--- src/rtl/mmio_clint_multi.sv ---
`default_nettype none
// ============================================================================
//  Module   : mmio_clint_multi
//  Purpose  : Multi-hart core-local interruptor on the MMIO request bus.
//             Free-running mtime with a 1 MHz prescaler, per-hart mtimecmp
//             and msip registers, per-hart timer/software interrupt lines.
//  Revision : 1.0 - initial release
// ============================================================================
module mmio_clint_multi #(
    parameter int              FMAX_MHz = 27,
    parameter int              HART_NUM = 1,
    parameter int              DATA_W   = 32,
    parameter int              ADDR_W   = 32,
    parameter logic [ADDR_W-1:0] BASE   = ADDR_W'(32'h0200_0000)
) (
    input  logic                clk,
    input  logic                reset,
    output logic                req_ready,
    input  logic                req_valid,
    input  logic [ADDR_W-1:0]   req_addr,
    input  logic                req_wen,
    input  logic [DATA_W-1:0]   req_wdata,
    output logic                resp_valid,
    output logic [DATA_W-1:0]   resp_rdata,
    output logic [63:0]         mtime,
    output logic [HART_NUM-1:0] mtip,
    output logic [HART_NUM-1:0] msip
);

    localparam int              C_PW        = (FMAX_MHz > 1) ? $clog2(FMAX_MHz) : 1;
    localparam logic [C_PW-1:0] C_PRESC_MAX = C_PW'(FMAX_MHz - 1);
    localparam logic [63:0]     C_CMP_RST   = 64'hFFFF_FFFF_FFFF_FFFF;

    logic [C_PW-1:0]     r_presc;
    logic [63:0]         r_mtime;
    logic [63:0]         r_mtimecmp [HART_NUM];
    logic [HART_NUM-1:0] r_msip;
    logic [HART_NUM-1:0] r_mtip;
    logic                r_resp_valid;
    logic [DATA_W-1:0]   r_resp_rdata;

    logic                w_accept;
    logic                w_wr;
    logic                w_tick;
    logic [ADDR_W-1:0]   w_off;
    logic [15:0]         w_off16;
    logic                w_in_win;
    logic                w_half;
    logic                w_msip_hit;
    logic                w_cmp_hit;
    logic                w_mtime_hit;
    logic [2:0]          w_msip_idx;
    logic [2:0]          w_cmp_idx;
    logic [63:0]         w_wd64;
    logic [DATA_W-1:0]   w_rd;

    // Merge bus write data into a 64-bit register; 32-bit buses touch one half only
    function automatic logic [63:0] f_merge(input logic [63:0] i_old,
                                            input logic [63:0] i_wd,
                                            input logic        i_hi);
        logic [63:0] v_new;
        if (DATA_W == 64) begin
            v_new = i_wd;
        end else if (i_hi) begin
            v_new = {i_wd[31:0], i_old[31:0]};
        end else begin
            v_new = {i_old[63:32], i_wd[31:0]};
        end
        return v_new;
    endfunction

    assign req_ready = ~reset;
    assign w_accept  = req_valid & ~reset;
    assign w_wr      = w_accept & req_wen;
    assign w_tick    = (r_presc == C_PRESC_MAX);
    assign w_wd64    = 64'(req_wdata);

    // Address decode: the CLINT window is 64 KiB above BASE, word-aligned registers
    assign w_off       = req_addr - BASE;
    assign w_off16     = w_off[15:0];
    assign w_in_win    = (w_off[ADDR_W-1:16] == '0);
    assign w_half      = (DATA_W == 32) && w_off16[2];
    assign w_msip_idx  = w_off16[4:2];
    assign w_cmp_idx   = w_off16[5:3];
    assign w_msip_hit  = w_in_win && (w_off16[15:5] == 11'd0) && (w_off16[1:0] == 2'd0)
                         && ({1'b0, w_msip_idx} < 4'(HART_NUM));
    assign w_cmp_hit   = w_in_win && (w_off16[15:6] == 10'h100) && (w_off16[1:0] == 2'd0)
                         && ({1'b0, w_cmp_idx} < 4'(HART_NUM))
                         && ((DATA_W == 32) || !w_off16[2]);
    assign w_mtime_hit = w_in_win && (w_off16[15:3] == 13'h17FF) && (w_off16[1:0] == 2'd0)
                         && ((DATA_W == 32) || !w_off16[2]);

    // Read mux over current register values (read-before-write), zero if unmapped
    always_comb begin
        w_rd = '0;
        if (w_msip_hit) begin
            for (int h = 0; h < HART_NUM; h++) begin
                if (w_msip_idx == 3'(h)) begin
                    w_rd = DATA_W'(r_msip[h]);
                end
            end
        end
        if (w_cmp_hit) begin
            for (int h = 0; h < HART_NUM; h++) begin
                if (w_cmp_idx == 3'(h)) begin
                    w_rd = w_half ? DATA_W'(r_mtimecmp[h][63:32]) : DATA_W'(r_mtimecmp[h]);
                end
            end
        end
        if (w_mtime_hit) begin
            w_rd = w_half ? DATA_W'(r_mtime[63:32]) : DATA_W'(r_mtime);
        end
    end

    // Prescaler and mtime; a software write to mtime overrides a same-cycle tick
    always_ff @(posedge clk) begin
        if (reset) begin
            r_presc <= '0;
            r_mtime <= '0;
        end else begin
            r_presc <= w_tick ? '0 : r_presc + 1'b1;
            if (w_wr && w_mtime_hit) begin
                r_mtime <= f_merge(r_mtime, w_wd64, w_half);
            end else if (w_tick) begin
                r_mtime <= r_mtime + 64'd1;
            end
        end
    end

    // Per-hart compare registers, software interrupt bits and registered timer pending
    always_ff @(posedge clk) begin
        if (reset) begin
            for (int h = 0; h < HART_NUM; h++) begin
                r_mtimecmp[h] <= C_CMP_RST;
            end
            r_msip <= '0;
            r_mtip <= '0;
        end else begin
            for (int h = 0; h < HART_NUM; h++) begin
                r_mtip[h] <= (r_mtime >= r_mtimecmp[h]);
                if (w_wr && w_cmp_hit && (w_cmp_idx == 3'(h))) begin
                    r_mtimecmp[h] <= f_merge(r_mtimecmp[h], w_wd64, w_half);
                end
                if (w_wr && w_msip_hit && (w_msip_idx == 3'(h))) begin
                    r_msip[h] <= w_wd64[0];
                end
            end
        end
    end

    // One-cycle response for every accepted request; write responses carry zero data
    always_ff @(posedge clk) begin
        if (reset) begin
            r_resp_valid <= 1'b0;
            r_resp_rdata <= '0;
        end else begin
            r_resp_valid <= w_accept;
            r_resp_rdata <= (w_accept && !req_wen) ? w_rd : '0;
        end
    end

    assign resp_valid = r_resp_valid;
    assign resp_rdata = r_resp_rdata;
    assign mtime      = r_mtime;
    assign mtip       = r_mtip;
    assign msip       = r_msip;

endmodule
`default_nettype wire
--- config.mk ---
export PLATFORM = sky130hd
export DESIGN_NAME = mmio_clint_multi
export DESIGN_NICKNAME = d
export VERILOG_FILES = /design/src/rtl/mmio_clint_multi.sv
export SDC_FILE = /design/constraint.sdc
export NUM_CORES = 1
export LEC_CHECK = 0
export CAP_MARGIN = 20
export CELL_PAD_IN_SITES_DETAIL_PLACEMENT = 1
export CELL_PAD_IN_SITES_GLOBAL_PLACEMENT = 1
export CORE_MARGIN = 2
export CORE_UTILIZATION = 45
export DETAILED_ROUTE_END_ITERATION = 8
export DONT_BUFFER_PORTS = 1
export HOLD_SLACK_MARGIN = 0.02
export PLACE_DENSITY = 0.76
export SLEW_MARGIN = 20
export SYNTH_ARGS = -nofsm -noshare
export SYNTH_HDL_FRONTEND = slang
export SYNTH_SLANG_ARGS = --single-unit
--- constraint.sdc ---
create_clock -name clk -period 4.9 [get_ports clk]
set_input_delay 0.98 -clock clk [delete_from_list [all_inputs] [get_ports clk]]
set_output_delay 0.98 -clock clk [all_outputs]
set_load 0.02 [all_outputs]
Yosys cells after proc, flatten, opt, wreduce, memory -nomap -nowiden

Memory sizes are Yosys's and may differ from the RTL's.
Cells that the tools add are included.

RAM bits: 64
Bits of input ports: 68
Memories: 1
Register bits: 104
Output and inout port bits: 100
Logic and storage cells: 69

Memory list:

| name       | words | bits a word | read ports | clocked after memory_dff | write ports | line | source |
|---|---|---|---|---|---|---|---|
| r_mtimecmp | 1     | 64          | 1          | 0                        | 1           | 36   | `logic [63:0] r_mtimecmp [HART_NUM];` |

Mux-type cells: 20
Add/subtract/negate cells: 3
Reductions and logical operators: 26
Order comparisons: 3
Eq/ne operators: 5
Bitwise operators: 4

Operators by type and width:

| cell                                                                         | number |
|---|---|
| 64-bit 2-to-1 mux                                                            | 7 |
| 32-bit 2-to-1 mux                                                            | 6 |
| 64-bit by 1-bit adder with 64-bit output, second input constant              | 1 |
| 64-bit >= comparator                                                         | 1 |
| 64-bit OR reduction                                                          | 1 |
| 32-bit by 26-bit subtractor with 32-bit output, second input constant        | 1 |
| 16-bit zero test                                                             | 1 |
| 1-bit logical AND                                                            | 14 |
| 13-bit == test, second input constant                                        | 1 |
| 11-bit zero test                                                             | 1 |
| 10-bit by 9-bit == test with 1-bit output, second input constant             | 1 |
| 1-bit 2-to-1 mux                                                             | 7 |
| 3-bit zero test                                                              | 2 |
| 3-bit by 1-bit less-than comparator with 1-bit output, second input constant | 2 |
| 5-bit by 1-bit adder with 5-bit output, second input constant                | 1 |
| 5-bit == test, second input constant                                         | 1 |
| 2-bit != test, second input constant                                         | 2 |
| 2-bit AND reduction                                                          | 2 |
| 2-bit OR reduction                                                           | 2 |
| 1-bit AND                                                                    | 2 |
| 2-bit zero test                                                              | 1 |
| 1-bit inverter                                                               | 2 |
| 2-bit nonzero test                                                           | 1 |
| 1-bit zero test                                                              | 1 |

Depth between registers and ports, before layout

Depth after elaboration: 12
Mapped depth: 11
Mapped depth without buffers: 9

Least setup slack after synthesis

No wires, ideal clock.

Path kind: input to register
From: in req_addr[25]
To: mem r_mtimecmp[0][32], enable pin
Arrival: 3.316 ns
Stages: 10
Slack: 1.194 ns
Library setup time: 0.389 ns
Path through: inv_1 > ha_1 > nor4b_1 > nand4b_1 > nor3_1 > nand2_1 > nor2_1 > clkbuf_1 > nand2_1 > nand2_1

Cells in the longest elaborated chain, start to end: 12

RTL lines:

| item                                             | line | source |
|---|---|---|
| from (decl)                                      | 20   | `input logic [ADDR_W-1:0] req_addr,` |
| 32-bit by 26-bit subtractor with 32-bit output * | 79   | `assign w_off = req_addr - BASE;` |
| 16-bit zero test *                               | 81   | `assign w_in_win = (w_off[ADDR_W-1:16] == '0);` |
| 1-bit logical AND * (2 in a row)                 | 87   | `assign w_cmp_hit = w_in_win && (w_off16[15:6] == 10'h100) && (w_off16[1:0] == 2'd0)` |
| 1-bit logical AND *                              | 88   | `&& ({1'b0, w_cmp_idx} < 4'(HART_NUM))` |
| 1-bit logical AND * (2 in a row)                 | 141  | `if (w_wr && w_cmp_hit && (w_cmp_idx == 3'(h))) begin` |
| 1-bit 2-to-1 mux *                               | 141  |  |
| 1-bit 2-to-1 mux *                               | 132  | `if (reset) begin` |
| 1-bit 2-to-1 mux (not written as such) *         | 142  | `r_mtimecmp[h] <= f_merge(r_mtimecmp[h], w_wd64, w_half);` |
| 64-bit OR reduction (no line)                    | -    |  |
| 1-bit 2-to-1 mux (no line) *                     | -    |  |
| to (decl)                                        | 36   |  |

Every way passes the cells marked *; elsewhere a longest branch is shown, timed or not.

Worst setup path in the final report

From: in req_addr[25]
To: reg r_mtime[38] (netlist: mtime[38])

Cells in the longest elaborated chain, start to end: 7
Elaborated cells between the ends (all ways): 9
Those cells by class: add/sub: 1; eq/ne: 1; mux: 1; reduce/logical: 6

RTL lines:

| item                                                                 | line | source |
|---|---|---|
| 32-bit by 26-bit subtractor with 32-bit output *                     | 79   |  |
| 16-bit zero test *                                                   | 81   |  |
| 1-bit logical AND * (2 in a row)                                     | 90   | `assign w_mtime_hit = w_in_win && (w_off16[15:3] == 13'h17FF) && (w_off16[1:0] == 2'd0)` |
| 1-bit logical AND *                                                  | 122  | `if (w_wr && w_mtime_hit) begin` |
| 2-bit != test (no line) / 2-bit nonzero test (equally long branches) | -    |  |
| 2-bit AND reduction (no line)                                        | -    |  |
| to (signal assigned)                                                 | 123  | `r_mtime <= f_merge(r_mtime, w_wd64, w_half);` |
| to (signal assigned)                                                 | 125  | `r_mtime <= r_mtime + 64'd1;` |
| to (decl)                                                            | 35   | `logic [63:0] r_mtime;` |

Marked as above.
A chain may end at the register's enable or synchronous reset.

==> out/results.txt <==
crit start category: primary input
routed vias: 8,869
Post-Syn Area per Cell: 8.988 um^2
grt total ovfl: 0
Data required, critical path: 5.23 ns
Ant. Diodes: 0
sequential area share after synthesis: 0.3974
mean number of vias per cell: 6.404
Syn. warnings: 0
DRC Markers: 0
Initial Util: 0.4603
count leader, synth: inv_1
multi-input combinational cell area: 0.005398 mm^2
Synth async-reset ratio: 0
clk slew on worst S/H paths: 0.06 ns
first-pass GRT wire length: 53.96 mm
clock buffer count from CTS: 17
number of max-cap violations: 0
die height: 153.6 um
hold endpoint: r_presc[0]$_SDFF_PP0_
Syn Std Cell Area: 0.01008 mm^2
Max Fclk: 275.2 MHz
post-CTS setup buffers: 0
DRT Wirelength: 34.45 mm
Final Hold Violating Endpoints: 0
Synth area leader: dfxtp_1
clk sink count: 168
DR WL/cell: 24.88 um
die width: 153.6 um
r2r startpoint: mtime[21]$_SDFFE_PP0P_
min-delay src: r_presc[0]$_SDFF_PP0_
syn_nets: 1,257
layout net count: 1,229
CTS tree: yes
#FFs+latches synth: 168
crit share post-route: 0.7416
Top FF cell, synth: dfxtp_1
RSZ-0062 raised after global routing: no
Post-synth EDFFs: 64
Post-CTS Hold Buffers: 0
top area cells in the synthesized netlist: dfxtp_1 (21%), edfxtp_1 (19%), ha_1 (8.4%)
peak supply drop: 0.0002113 V
post-route minimum period: 3.634 ns
Die Area: 0.02360 mm^2
Worst Setup End Kind: flop
Area Growth Syn to Fin: 8.432%
CP arrival: 3.97 ns
r2r setup slk: 1.65 ns
vias in the first global route: 9,255
Worst Path Max Fanout: 17
cell count after synthesis: 1,121
clock latency on the worst-skew pair: 0.44 ns
Final Max Slew Viols: 0
Slew headroom: 0.3574
Longest Clk Path Bufs: 2
commonest cells in the synthesized netlist: inv_1 (109), dfxtp_1 (104), o21ai_0 (97), nor2_1 (89), mux2i_1 (69)
Setup Viol. Count Final: 0
Leak: 4.285 nW
FF+latch area: 0.004004 mm^2
slowest CP cell: or4_1
number of DRC markers in iteration 0: 757
Placer Congestion: 0.8622
WS Path Type: primary input to flop
Worst Hold Depth: 1
hpwl dp: 24.21 mm
CP max stage delay: 0.82 ns
R2R Path End: mtip$_SDFF_PP0_
Setup TNS: 0 ns
Tightest Pin Transition: 0.9639 ns
Crit path max-delay family: simple AND/OR/NAND/NOR gates
PortBufs: 0
GRT Overall Usage: 0.2937
share of cells above drive strength 1: 0.06335
Final Skew: 0.01060 ns
Critical Path, Cell by Cell: inv_1 -> ha_1 -> nor4b_1 -> nand4b_1 -> or4_1 -> buf_4 -> nand2_2 -> nor2_1 -> and4_1 -> a2111oi_2
Filler cells: 2,531
run status: finished clean
largest net degree at the start of global routing: 104
post-cts sizing count: 0
power density over the cells: 279.8 mW/mm^2
Yosys cell types: 73
number of routed nets with antenna violations: 0
worst r2r path cells: 8
H-tree depth: 4
core box area: 0.02189 mm^2
I/O pins: 168
CTS root buf: clkbuf_16
First-pass DRT Iterations: 6
Final Power: 3.057 mW
Rows: 54
worst min path class: flop to flop
initial antenna violation count: 0
Buf/Inv on CP: 2
post-synth top area share: 0.2066
power breakdown:
part / total, mW / switching, mW / leakage, nW / internal, mW
combinational: 0.135 / 0.0831 / 2.52 / 0.0520
sequential: 1.50 / 0.0218 / 1.48 / 1.48
clock: 1.42 / 0.574 / 0.280 / 0.849
metal layers:
metal / routed length (um) / global-route usage / up-vias
met3: 2168 / 0.07244 / 59
met1: 14880 / 0.3742 / 4466
met2: 16300 / 0.4804 / 275
met5: 0 / 0 / -
met4: 1107 / 0.1166 / 0
li1: - / - / 4069
state kept, by name, summed over array words and instances, names as in the netlist:
name        count
r_presc         5
msip            1
resp_rdata     32
resp_valid      1
mtip            1
r_mtimecmp     64
mtime          64
stage by stage:
step | instance area (um^2) | hold slack (ns) | instances | worst slack [ns] | util
finish | 10930 | 0.4780 | 1385 | 1.266 | 0.4991
global route | 10930 | 0.5161 | 1385 | 1.012 | 0.4991
CTS | 10930 | 0.4826 | 1385 | 1.286 | 0.4991
detailed placement | 10330 | 0.4740 | 1354 | 0.8476 | 0.4718
global placement | 10330 | 0.4705 | 1354 | 0.9459 | 0.4718
floorplan | 10080 | 0.4558 | 1121 | 1.194 | -
kinds of logic (layout without fill, tap and decap cells):
| group | after synthesis | in the layout | synth area share |
|---|---|---|---|
| AOI/OAI and AO/OA | 300 | 300 | 0.1981 |
| xor gates and xnor gates | 13 | 13 | 0.01130 |
| adders and majority gates | 68 | 68 | 0.08444 |
| buffers and inverters | 175 | 159 | 0.06842 |
| DFF | 168 | 168 | 0.3974 |
| muxes | 73 | 73 | 0.07339 |
| and+or+nand+nor | 324 | 324 | 0.1670 |
cell usage in the layout (no fill, tap or decap), types with 4 or more instances in the layout:
master     instances
a2111oi_1          5
a2111oi_2          4
a211oi_1          26
a21o_1            11
a21oi_1           58
a22oi_1            7
a311oi_1           8
a31oi_1            5
and2_1             6
and3_1            15
and4_1             6
buf_4             17
bufinv_16          4
clkbuf_1           5
clkbuf_16         17
dfxtp_1          104
edfxtp_1          64
ha_1              68
inv_1            109
mux2i_1           69
nand2_1           62
nand3_1           36
nand4_1           26
nor2_1            88
nor2b_1            4
nor3_1            33
nor4_1            14
o211ai_1           5
o21ai_0           97
o22a_1            31
o22ai_1            6
o32ai_1            5
or3_1              6
xnor2_1            8
xor2_1             5
worst max-delay path by stage:
stage | from | endpoint | slack [ns] | cells after the start
floorplan | req_addr[25] | r_mtimecmp[0][32]$_SDFFCE_PN1P_ | 1.19 | 10
global placement | req_addr[25] | mtime[38]$_SDFFE_PP0P_ | 0.95 | 10
detailed placement | req_addr[25] | mtime[38]$_SDFFE_PP0P_ | 0.85 | 10
CTS | req_addr[25] | mtime[38]$_SDFFE_PP0P_ | 1.29 | 10
global route | req_addr[25] | mtime[42]$_SDFFE_PP0P_ | 1.01 | 9
finish | req_addr[25] | mtime[38]$_SDFFE_PP0P_ | 1.27 | 10
area by class of cell:
type,instances,share of cell area
repair buffers,19,0.01535
clock buffers,22,0.04065
flip-flops and latches,168,0.3665
clock inverters,9,0.01397
inverters,109,0.03745
well taps,280,0.03207
multi-input cells,778,0.4940
(Power assumes the default switching activity.)
